--- config.mk ---
export PLATFORM = sky130hd
export DESIGN_NAME = aq_ifu_fetch_pcq_flat
export DESIGN_NICKNAME = d
export VERILOG_FILES = /design/src/rtl/aq_ifu_pcq_pkg.sv /design/src/rtl/aq_ifu_fetch_pcq_if.sv /design/src/rtl/aq_ifu_pcq_ptr.sv /design/src/rtl/aq_ifu_fetch_pcq.sv /design/src/flat_wrapper.sv
export SDC_FILE = /design/constraint.sdc
export NUM_CORES = 1
export LEC_CHECK = 0
export CORE_UTILIZATION = 45
export CTS_CLUSTER_DIAMETER = 50
export DETAILED_ROUTE_END_ITERATION = 7
export PLACE_DENSITY = 0.79
export REMOVE_ABC_BUFFERS = 1
export SLEW_MARGIN = 5
export SYNTH_ARGS = -nofsm -noshare
export SYNTH_HDL_FRONTEND = slang
export SYNTH_SLANG_ARGS = --single-unit
--- constraint.sdc ---
create_clock -name pcgen_cpuclk -period 10.7 [get_ports pcgen_cpuclk]
set_input_delay 1.605 -clock pcgen_cpuclk [delete_from_list [all_inputs] [get_ports pcgen_cpuclk]]
set_output_delay 1.605 -clock pcgen_cpuclk [all_outputs]
set_load 0.01 [all_outputs]
--- src/rtl/aq_ifu_pcq_pkg.sv ---
// Shared definitions for the fetch-PC queue: default geometry, the per-cycle
// operation encoding and a saturating counter helper.
package aq_ifu_pcq_pkg;

    localparam int PCQ_DEPTH_DEF = 4;
    localparam int PCQ_PC_W_DEF  = 64;

    typedef enum logic [1:0] {
        PCQ_OP_NORM    = 2'd0,
        PCQ_OP_FLUSH   = 2'd1,
        PCQ_OP_REISSUE = 2'd2
    } pcq_op_e;

    // A reissue without a returned packet carries no meaning, so it falls to NORM.
    function automatic pcq_op_e pcq_sel_op(input logic flush, input logic reissue,
                                           input logic pop);
        if (flush)
            return PCQ_OP_FLUSH;
        else if (reissue && pop)
            return PCQ_OP_REISSUE;
        else
            return PCQ_OP_NORM;
    endfunction

    function automatic logic [31:0] pcq_sat_inc32(input logic [31:0] val);
        return (val == 32'hFFFF_FFFF) ? val : val + 32'd1;
    endfunction

endpackage

--- src/rtl/aq_ifu_fetch_pcq_if.sv ---
// Handshake bundle between pcgen/ICACHE/ipack and the fetch-PC queue.
interface aq_ifu_fetch_pcq_if #(
    parameter int PC_W  = 64,
    parameter int PTR_W = 2
);
    logic              pcq_push_vld;
    logic [PC_W-1:0]   pcq_push_pc;
    logic              pcq_pop_vld;
    logic              pcq_flush;
    logic              pcq_reissue;
    logic              pcq_head_vld;
    logic [PC_W-1:0]   pcq_head_pc;
    logic [PTR_W:0]    pcq_cnt;
    logic              pcq_full;
    logic [PC_W-1:0]   pcq_reissue_pc;
    logic              pcq_reissue_vld;
    logic              pcq_err_ovf;
    logic              pcq_err_unf;

    modport master (
        output pcq_push_vld, pcq_push_pc, pcq_pop_vld, pcq_flush, pcq_reissue,
        input  pcq_head_vld, pcq_head_pc, pcq_cnt, pcq_full, pcq_reissue_pc,
               pcq_reissue_vld, pcq_err_ovf, pcq_err_unf
    );

    modport slave (
        input  pcq_push_vld, pcq_push_pc, pcq_pop_vld, pcq_flush, pcq_reissue,
        output pcq_head_vld, pcq_head_pc, pcq_cnt, pcq_full, pcq_reissue_pc,
               pcq_reissue_vld, pcq_err_ovf, pcq_err_unf
    );
endinterface

--- src/rtl/aq_ifu_pcq_ptr.sv ---
// Wrapping queue pointer; a clear that coincides with an increment lands on 1
// so a push in a flush cycle leaves the write pointer past entry 0.
module aq_ifu_pcq_ptr #(
    parameter int PTR_W = 2
) (
    input  logic             pcgen_cpuclk,
    input  logic             cpurst_b,
    input  logic             i_clr,
    input  logic             i_inc,
    output logic [PTR_W-1:0] o_ptr
);

    logic [PTR_W-1:0] r_ptr;

    always_ff @(posedge pcgen_cpuclk or negedge cpurst_b) begin
        if (!cpurst_b)
            r_ptr <= '0;
        else if (i_clr)
            r_ptr <= i_inc ? PTR_W'(1) : '0;
        else if (i_inc)
            r_ptr <= r_ptr + PTR_W'(1);
    end

    assign o_ptr = r_ptr;

endmodule

--- src/rtl/aq_ifu_fetch_pcq.sv ---
// Fetch-PC queue: records granted ICACHE fetch PCs in order, retires on packet return.
// Optional perf counters under `AQ_IFU_PCQ_PERF_EN.
module aq_ifu_fetch_pcq
    import aq_ifu_pcq_pkg::*;
#(
    parameter int DEPTH = PCQ_DEPTH_DEF,
    parameter int PC_W  = PCQ_PC_W_DEF
) (
    input  logic                pcgen_cpuclk,
    input  logic                cpurst_b,
`ifdef AQ_IFU_PCQ_PERF_EN
    output logic [31:0]         pcq_perf_flush_cnt,
    output logic [31:0]         pcq_perf_full_cyc,
`endif
    aq_ifu_fetch_pcq_if.slave   pcq
);

    localparam int PTR_W = $clog2(DEPTH);
    localparam logic [PTR_W:0] CNT_FULL = (PTR_W+1)'(DEPTH);

    logic [PC_W-1:0]  r_mem [DEPTH];
    logic [PTR_W:0]   r_cnt;
    logic [PC_W-1:0]  r_reissue_pc;
    logic             r_reissue_vld;
    logic             r_err_ovf;
    logic             r_err_unf;

    pcq_op_e          w_op;
    logic             w_clr;
    logic             w_norm;
    logic             w_pop_acc;
    logic             w_push_acc;
    logic             w_unf;
    logic             w_ovf;
    logic [PTR_W-1:0] w_rd_ptr;
    logic [PTR_W-1:0] w_wr_ptr;
    logic [PTR_W-1:0] w_wr_idx;
    logic             w_head_vld;
    logic [PC_W-1:0]  w_head_pc;
    logic             w_full;

    assign w_op   = pcq_sel_op(pcq.pcq_flush, pcq.pcq_reissue, pcq.pcq_pop_vld);
    assign w_clr  = (w_op != PCQ_OP_NORM);
    assign w_norm = (w_op == PCQ_OP_NORM);
    assign w_full = (r_cnt == CNT_FULL);

    // A pop on a full queue frees the slot the same-cycle push needs.
    assign w_pop_acc  = w_norm & pcq.pcq_pop_vld & (r_cnt != '0);
    assign w_unf      = w_norm & pcq.pcq_pop_vld & (r_cnt == '0);
    assign w_push_acc = pcq.pcq_push_vld & (w_clr | ~w_full | w_pop_acc);
    assign w_ovf      = pcq.pcq_push_vld & ~w_push_acc;
    assign w_wr_idx   = w_clr ? '0 : w_wr_ptr;

    aq_ifu_pcq_ptr #(.PTR_W(PTR_W)) u_rd_ptr (
        .pcgen_cpuclk (pcgen_cpuclk),
        .cpurst_b     (cpurst_b),
        .i_clr        (w_clr),
        .i_inc        (w_pop_acc),
        .o_ptr        (w_rd_ptr)
    );

    aq_ifu_pcq_ptr #(.PTR_W(PTR_W)) u_wr_ptr (
        .pcgen_cpuclk (pcgen_cpuclk),
        .cpurst_b     (cpurst_b),
        .i_clr        (w_clr),
        .i_inc        (w_push_acc),
        .o_ptr        (w_wr_ptr)
    );

    always_ff @(posedge pcgen_cpuclk) begin
        if (w_push_acc)
            r_mem[w_wr_idx] <= pcq.pcq_push_pc;
    end

    always_ff @(posedge pcgen_cpuclk or negedge cpurst_b) begin
        if (!cpurst_b) begin
            r_cnt         <= '0;
            r_reissue_pc  <= '0;
            r_reissue_vld <= 1'b0;
            r_err_ovf     <= 1'b0;
            r_err_unf     <= 1'b0;
        end else begin
            if (w_clr)
                r_cnt <= (PTR_W+1)'(w_push_acc);
            else
                r_cnt <= r_cnt + (PTR_W+1)'(w_push_acc) - (PTR_W+1)'(w_pop_acc);
            r_reissue_vld <= (w_op == PCQ_OP_REISSUE);
            if (w_op == PCQ_OP_REISSUE)
                r_reissue_pc <= w_head_pc;
            if (w_ovf)
                r_err_ovf <= 1'b1;
            r_err_unf <= w_unf;
        end
    end

    // Storage is not reset, so the head is masked whenever the queue is empty.
    assign w_head_vld = (r_cnt != '0);
    assign w_head_pc  = w_head_vld ? r_mem[w_rd_ptr] : '0;

    assign pcq.pcq_head_vld    = w_head_vld;
    assign pcq.pcq_head_pc     = w_head_pc;
    assign pcq.pcq_cnt         = r_cnt;
    assign pcq.pcq_full        = w_full;
    assign pcq.pcq_reissue_pc  = r_reissue_pc;
    assign pcq.pcq_reissue_vld = r_reissue_vld;
    assign pcq.pcq_err_ovf     = r_err_ovf;
    assign pcq.pcq_err_unf     = r_err_unf;

`ifdef AQ_IFU_PCQ_PERF_EN
    logic [31:0] r_perf_flush_cnt;
    logic [31:0] r_perf_full_cyc;

    always_ff @(posedge pcgen_cpuclk or negedge cpurst_b) begin
        if (!cpurst_b) begin
            r_perf_flush_cnt <= '0;
            r_perf_full_cyc  <= '0;
        end else begin
            if (w_clr)
                r_perf_flush_cnt <= pcq_sat_inc32(r_perf_flush_cnt);
            if (w_full)
                r_perf_full_cyc <= pcq_sat_inc32(r_perf_full_cyc);
        end
    end

    assign pcq_perf_flush_cnt = r_perf_flush_cnt;
    assign pcq_perf_full_cyc  = r_perf_full_cyc;
`endif

endmodule

--- src/flat_wrapper.sv ---
// flat-port wrapper written by rule: the top's interface ports become plain ports
module aq_ifu_fetch_pcq_flat import aq_ifu_pcq_pkg::*;
#(
    parameter int DEPTH = PCQ_DEPTH_DEF,
    parameter int PC_W  = PCQ_PC_W_DEF
)
  (pcgen_cpuclk, cpurst_b, pcq_pcq_push_vld, pcq_pcq_push_pc, pcq_pcq_pop_vld, pcq_pcq_flush, pcq_pcq_reissue, pcq_pcq_head_vld, pcq_pcq_head_pc, pcq_pcq_cnt, pcq_pcq_full, pcq_pcq_reissue_pc, pcq_pcq_reissue_vld, pcq_pcq_err_ovf, pcq_pcq_err_unf);
  aq_ifu_fetch_pcq_if #(.PC_W(PC_W)) pcq_i ();
  input  logic pcgen_cpuclk;
  input  logic cpurst_b;
  input wire logic [$bits(pcq_i.pcq_push_vld)-1:0] pcq_pcq_push_vld;
  input wire logic [$bits(pcq_i.pcq_push_pc)-1:0] pcq_pcq_push_pc;
  input wire logic [$bits(pcq_i.pcq_pop_vld)-1:0] pcq_pcq_pop_vld;
  input wire logic [$bits(pcq_i.pcq_flush)-1:0] pcq_pcq_flush;
  input wire logic [$bits(pcq_i.pcq_reissue)-1:0] pcq_pcq_reissue;
  output wire logic [$bits(pcq_i.pcq_head_vld)-1:0] pcq_pcq_head_vld;
  output wire logic [$bits(pcq_i.pcq_head_pc)-1:0] pcq_pcq_head_pc;
  output wire logic [$bits(pcq_i.pcq_cnt)-1:0] pcq_pcq_cnt;
  output wire logic [$bits(pcq_i.pcq_full)-1:0] pcq_pcq_full;
  output wire logic [$bits(pcq_i.pcq_reissue_pc)-1:0] pcq_pcq_reissue_pc;
  output wire logic [$bits(pcq_i.pcq_reissue_vld)-1:0] pcq_pcq_reissue_vld;
  output wire logic [$bits(pcq_i.pcq_err_ovf)-1:0] pcq_pcq_err_ovf;
  output wire logic [$bits(pcq_i.pcq_err_unf)-1:0] pcq_pcq_err_unf;
  assign pcq_i.pcq_push_vld = pcq_pcq_push_vld;
  assign pcq_i.pcq_push_pc = pcq_pcq_push_pc;
  assign pcq_i.pcq_pop_vld = pcq_pcq_pop_vld;
  assign pcq_i.pcq_flush = pcq_pcq_flush;
  assign pcq_i.pcq_reissue = pcq_pcq_reissue;
  assign pcq_pcq_head_vld = pcq_i.pcq_head_vld;
  assign pcq_pcq_head_pc = pcq_i.pcq_head_pc;
  assign pcq_pcq_cnt = pcq_i.pcq_cnt;
  assign pcq_pcq_full = pcq_i.pcq_full;
  assign pcq_pcq_reissue_pc = pcq_i.pcq_reissue_pc;
  assign pcq_pcq_reissue_vld = pcq_i.pcq_reissue_vld;
  assign pcq_pcq_err_ovf = pcq_i.pcq_err_ovf;
  assign pcq_pcq_err_unf = pcq_i.pcq_err_unf;
  aq_ifu_fetch_pcq #(.DEPTH(DEPTH), .PC_W(PC_W)) u_core (.pcgen_cpuclk(pcgen_cpuclk), .cpurst_b(cpurst_b), .pcq(pcq_i));
endmodule
* After elaboration in Yosys (flattened, before gate mapping) *
Memory sizes are Yosys's and may differ from the RTL's.
Cells that the tools add are included.
W data, S select, Z words.

cells by class
  add/subtract/negate cells = 4
  mux-type cells = 13
  equal/unequal tests = 2
  bitwise logic cells = 9
  reduce and logical (&&, ||, !) cells = 7

operators by type and width
  kind                   count
  $mux W64               1
  $mux W2                7
  $reduce_bool A2 Y1     3
  $and A1 B1 Y1          5
  $add A2 B1 Y2 const B  2
  $mux W1                4
  $add A3 B1 Y3          1
  $eq A3 B3 Y1 const B   1
  $logic_not A3 Y1       1
  $mux W3                1
  $reduce_bool A3 Y1     1
  $sub A3 B1 Y3          1
  $eq A2 B2 Y1 const B   1
  $logic_not A2 Y1       1
  $not A1 Y1             2
  $or A1 B1 Y1           2
  $logic_and A1 B1 Y1    1

storage, ports and cells
  memory bits (writable) = 256
  input bits = 70
  logic and storage cells = 43
  register bits = 74
  output and inout bits = 136
  memories kept = 1

memory list
  name          words  width  rd ports  clocked after Yosys merged registers in  write ports  line                    source
  u_core.r_mem  4      64     1         0                                        1            aq_ifu_fetch_pcq.sv:21  logic [PC_W-1:0] r_mem [DEPTH];

* Depth between registers and ports, before layout *
  depth after elaboration = 11
  gate-level depth with buffers = 10
  mapped depth without buffers = 10

* By module *
A second synthesis with hierarchy kept.

second synthesis, totals
  cells, all modules = 603
  area total of the unflattened synthesis = 12580.8 um^2

by module, submodules not included
  module            instances  area each (um^2)  cells an instance  seq. area each (um^2)
  aq_ifu_fetch_pcq  1          12398.1           589                9439.1
  aq_ifu_pcq_ptr    2          91.3              7                  50.0

* Worst setup path after synthesis *
No wires, ideal clock.

  path type = input port to flip-flop
  start = in pcq_pcq_flush
  end = mem u_core.r_mem[2][0] (enable)
  slack = 2089 ps
  data arrival time = 7967 ps
  data required time = 10056 ps
  stages = 3
  setup time = 644 ps
  path buffers = 0
  cells stage by stage = nor2_1 a21bo_2 nor4_1

on the way
  cells in the longest elaborated chain, start to end = 8
  elaborated cells on any way between the ends = 11
  classes of those cells = mux: 4; bitwise: 5; reduce/logical: 2

RTL lines
  item                           line                    source
  start, declared                flat_wrapper.sv:14      input wire logic [$bits(pcq_i.pcq_flush)-1:0] pcq_pcq_flush;
  $mux W2 (*)                    aq_ifu_pcq_pkg.sv:17    if (flush)
  $logic_not A2 Y1               aq_ifu_fetch_pcq.sv:44  assign w_norm = (w_op == PCQ_OP_NORM);
  $and A1 B1 Y1 (2 in series)    aq_ifu_fetch_pcq.sv:48  assign w_pop_acc = w_norm & pcq.pcq_pop_vld & (r_cnt != '0);
  $or A1 B1 Y1                   aq_ifu_fetch_pcq.sv:50  assign w_push_acc = pcq.pcq_push_vld & (w_clr | ~w_full | w_pop_acc);
  $and A1 B1 Y1                  aq_ifu_fetch_pcq.sv:50
  $mux W1                        aq_ifu_fetch_pcq.sv:71  if (w_push_acc)
  $mux W1 (implied by the code)  aq_ifu_fetch_pcq.sv:72  r_mem[w_wr_idx] <= pcq.pcq_push_pc;
  end, declared                  aq_ifu_fetch_pcq.sv:21

Mark *: on every way between the ends. The rest lies on a longest branch, timed or not.

* Final worst setup path *
  start = reg u_core.u_rd_ptr.r_ptr[0], in the netlist u_core.u_rd_ptr.o_ptr[0]
  end = out pcq_pcq_head_pc[18]

on the way
  cells in the longest elaborated chain, start to end = 2

RTL lines
  item                    line                    source
  start, declared         aq_ifu_pcq_ptr.sv:13    logic [PTR_W-1:0] r_ptr;
  start signal, assigned  aq_ifu_pcq_ptr.sv:19    r_ptr <= i_inc ? PTR_W'(1) : '0;
  start signal, assigned  aq_ifu_pcq_ptr.sv:21    r_ptr <= r_ptr + PTR_W'(1);
  $mem_v2 Z4 W64          n/a
  $mux W64                aq_ifu_fetch_pcq.sv:98  assign w_head_pc = w_head_vld ? r_mem[w_rd_ptr] : '0;
  end, declared           flat_wrapper.sv:17      output wire logic [$bits(pcq_i.pcq_head_pc)-1:0] pcq_pcq_head_pc;

No other way between the ends.

==> impl_metrics.env <==
export IMPL_crit_fanout=34
export IMPL_cp_data_arrival_time_ns=3.36
export IMPL_avgRoutedWirePerCell_um=20.4
export IMPL_cts_setup_buffers=0
export IMPL_hpwl_um=14100
export IMPL_vias_per_cell=5.39
export IMPL_gp_congestion=0.723
export IMPL_wirelength_um=24300
export IMPL_rsz0062_at_grt="false"
export IMPL_drc=0
export IMPL_drt_iter0_markers=458
export IMPL_clock_skew_ns=0.0227
export IMPL_grt_max_degree=75
export IMPL_syn_area_um2=12400
export IMPL_ys_warn_count=0
export IMPL_insertion_delay_ns=0.51
export IMPL_track_usage=0.176
export IMPL_rows=60
export IMPL_worst_slack_ns=5.73
export IMPL_internal_power_w=0.00259
export IMPL_dp_cells=1124
export IMPL_finalNetCount=895
export IMPL_maxCapViolations=0
export IMPL_hp_class="reg -> reg"
export IMPL_finalSetupTns_ns=0
export IMPL_p_seq_frac=0.459
export IMPL_cts_buffers=37
export IMPL_ios=206
export IMPL_pwr_share_clk=0.357
export IMPL_synth_cell_types=30
export IMPL_area_growth_pct=29.0
export IMPL_finalHoldViolCount=0
export IMPL_die_w_um=168
export IMPL_peakVddDrop_v=0.000148
export IMPL_crit_type="reg -> out"
export IMPL_critPathCaptureType="primary output"
export IMPL_yosys_register_bits=330
export IMPL_overflow=0
export IMPL_initial_core_util=0.459
export IMPL_dieArea_um2=28200
export IMPL_power_frac_comb=0.184
export IMPL_multi_input_area_um2=2690
export IMPL_setup_viol=0
export IMPL_ant_nets=0
export IMPL_drive_above_1_share=0.165
export IMPL_vias=6424
export IMPL_netSwitchingFraction=0.236
export IMPL_finalMaxSlewViolations=0
export IMPL_clockBufferDepth=3
export IMPL_outcome="complete, no violations"
export IMPL_startpoint_type="flip-flop"
export IMPL_fin_cells=1192
export IMPL_period_share=0.464
export IMPL_p_leak_nw=5.58
export IMPL_clk_pin_slew_ns=0.06
export IMPL_power_density_nw_per_um2=212
export IMPL_cp_cell_sequence="buf_4 > mux4_2 > and2_1 > clkdlybuf4s50_1"
export IMPL_drt_pass1_iter_count=4
export IMPL_seq_area_frac_synth=0.769
export IMPL_slew_headroom=0.277
export IMPL_grt_pass1_wl_um=38200
export IMPL_dpl_instance_area_um2=14800
export IMPL_syn_inst=602
export IMPL_cp_required_ns=9.10
export IMPL_max_freq_mhz=201
export IMPL_hold_worst_slack_ns=0.502
export IMPL_cts_hold_buf=0
export IMPL_grt_pass1_vias=6759
export IMPL_antenna_found_initial=0
export IMPL_n_antenna_cell=0
export IMPL_design_area_um2=16000
export IMPL_fp_coreArea_um2=27000
export IMPL_fillers=1991
export IMPL_tightestPinTransition_ns=1.08
export IMPL_worst_path_largest_cell_delay_ns=0.87
export IMPL_clkSinkCount=330
export IMPL_post_cts_resized=0
export IMPL_mostFrequentLayoutCells="edfxtp_1 (256), clkdlybuf4s50_1 (204), dfrtp_1 (72)"
export IMPL_final_common_cell="edfxtp_1"
export IMPL_power_switching_w=0.000800
export IMPL_htree_num_levels=2
export IMPL_ff_latch_area_um2=9550
export IMPL_tritoncts="built"
export IMPL_place_ws_ns=6.11
export IMPL_die_h_um=168
export IMPL_cts_root_buf="clkbuf_16"
export IMPL_synth_area_per_cell_um2=20.6
export IMPL_fin_crit_ns=4.97
export IMPL_crit_slowest_cell="dfrtp_4"
export IMPL_io_buffers=205
==> layout make-up <==
| type | count | area share |
|---|---|---|
| multi-input cells | 231 | 0.168 |
| well taps | 341 | 0.0267 |
| clock inverters | 18 | 0.00962 |
| inverters | 7 | 0.00164 |
| repair buffers | 215 | 0.133 |
| flip-flops and latches | 330 | 0.597 |
| clock buffers | 50 | 0.0648 |
==> worst max-delay path, delay by kind of cell, from the launching register on <==
kind | cells | cell delay (ns)
buffers and inverters | 2 | 1.17
DFF | 1 | 0.87
muxes | 1 | 0.62
and+or+nand+nor | 1 | 0.18
==> power by group through the flow <==
stage               clock network [W]  registers [W]  logic (W)
CTS                           0.00124        0.00156   0.000631
finish                        0.00121        0.00156   0.000623
global placement                    0        0.00158   0.000618
floorplan                           0        0.00161   0.000245
global route                  0.00129        0.00157   0.000669
detailed placement                  0        0.00158   0.000629
==> metrics by stage <==
| stage | power, W | util |
|---|---|---|
| floorplan | 0.00185 | - |
| global placement | 0.00220 | 0.548 |
| detailed placement | 0.00221 | 0.548 |
| CTS | 0.00343 | 0.592 |
| global route | 0.00353 | 0.592 |
| finish | 0.00339 | 0.592 |
==> path summary, 6_finish.rpt <==
check,from,to,slack [ns],cells past startpoint
max,u_core.u_rd_ptr.o_ptr[0],pcq_pcq_head_pc[18],5.73,4
min,u_core.pcq.pcq_err_ovf,u_core.pcq.pcq_err_ovf,0.50,1
max reg2reg,u_core.pcq.pcq_cnt[2],u_core.r_mem[0][38],7.84,4
min reg2reg,u_core.pcq.pcq_err_ovf,u_core.pcq.pcq_err_ovf,0.50,1
max in group asynchronous,cpurst_b,u_core.u_rd_ptr.o_ptr[0],8.64,1
min in group asynchronous,cpurst_b,u_core.pcq.pcq_reissue_pc[47],1.29,1
==> synthesized netlist by cell type <==
library cell,instances,share of area
a21bo_2,1,0.00081
a21o_1,1,0.00061
a21oi_1,2,0.00081
a22o_1,64,0.045
a31o_2,1,0.00071
and2_1,65,0.033
and3_1,1,0.00050
buf_1,5,0.0015
buf_2,14,0.0056
buf_6,5,0.0045
clkbuf_1,10,0.0030
dfrtp_1,74,0.15
edfxtp_1,256,0.62
fa_1,1,0.0016
ha_1,2,0.0020
inv_1,7,0.0021
mux4_2,64,0.12
nand2_1,4,0.0012
nand3b_1,1,0.00061
nor2_1,9,0.0027
nor2_2,1,0.00050
nor3_1,4,0.0016
nor3b_1,1,0.00061
nor4_1,1,0.00050
o21ai_0,1,0.00040
o311ai_0,1,0.00071
o31ai_1,1,0.00061
o32ai_1,1,0.00071
xnor2_1,1,0.00071
xor2_1,3,0.0021
==> metal layers <==
layer	track usage	up-vias	part of all wire
met4	0.0447	0	0.014
met1	0.239	3317	0.44
li1	-	2875	-
met5	0	-	0
met3	0.0428	32	0.060
met2	0.289	200	0.49
==> sequential cells by signal (all words and copies together), names as in the netlist <==
name                        cells
u_core.u_wr_ptr.o_ptr           2
u_core.pcq.pcq_reissue_pc      64
u_core.pcq.pcq_reissue_vld      1
u_core.pcq.pcq_err_ovf          1
u_core.u_rd_ptr.o_ptr           2
u_core.pcq.pcq_err_unf          1
u_core.r_mem                  256
u_core.pcq.pcq_cnt              3
==> cells by family (layout without fill, tap and decap cells) <==
kind of cell	after synthesis	count (layout)	share of synthesized area
flops	330	330	0.769
simple gates	87	87	0.0410
compound gates	73	73	0.0505
mux	64	64	0.116
buf+inv	41	290	0.0168
xor+xnor	4	4	0.00282
fa+ha+maj	3	3	0.00363
No activity file was read; power rests on OpenSTA's default activity.
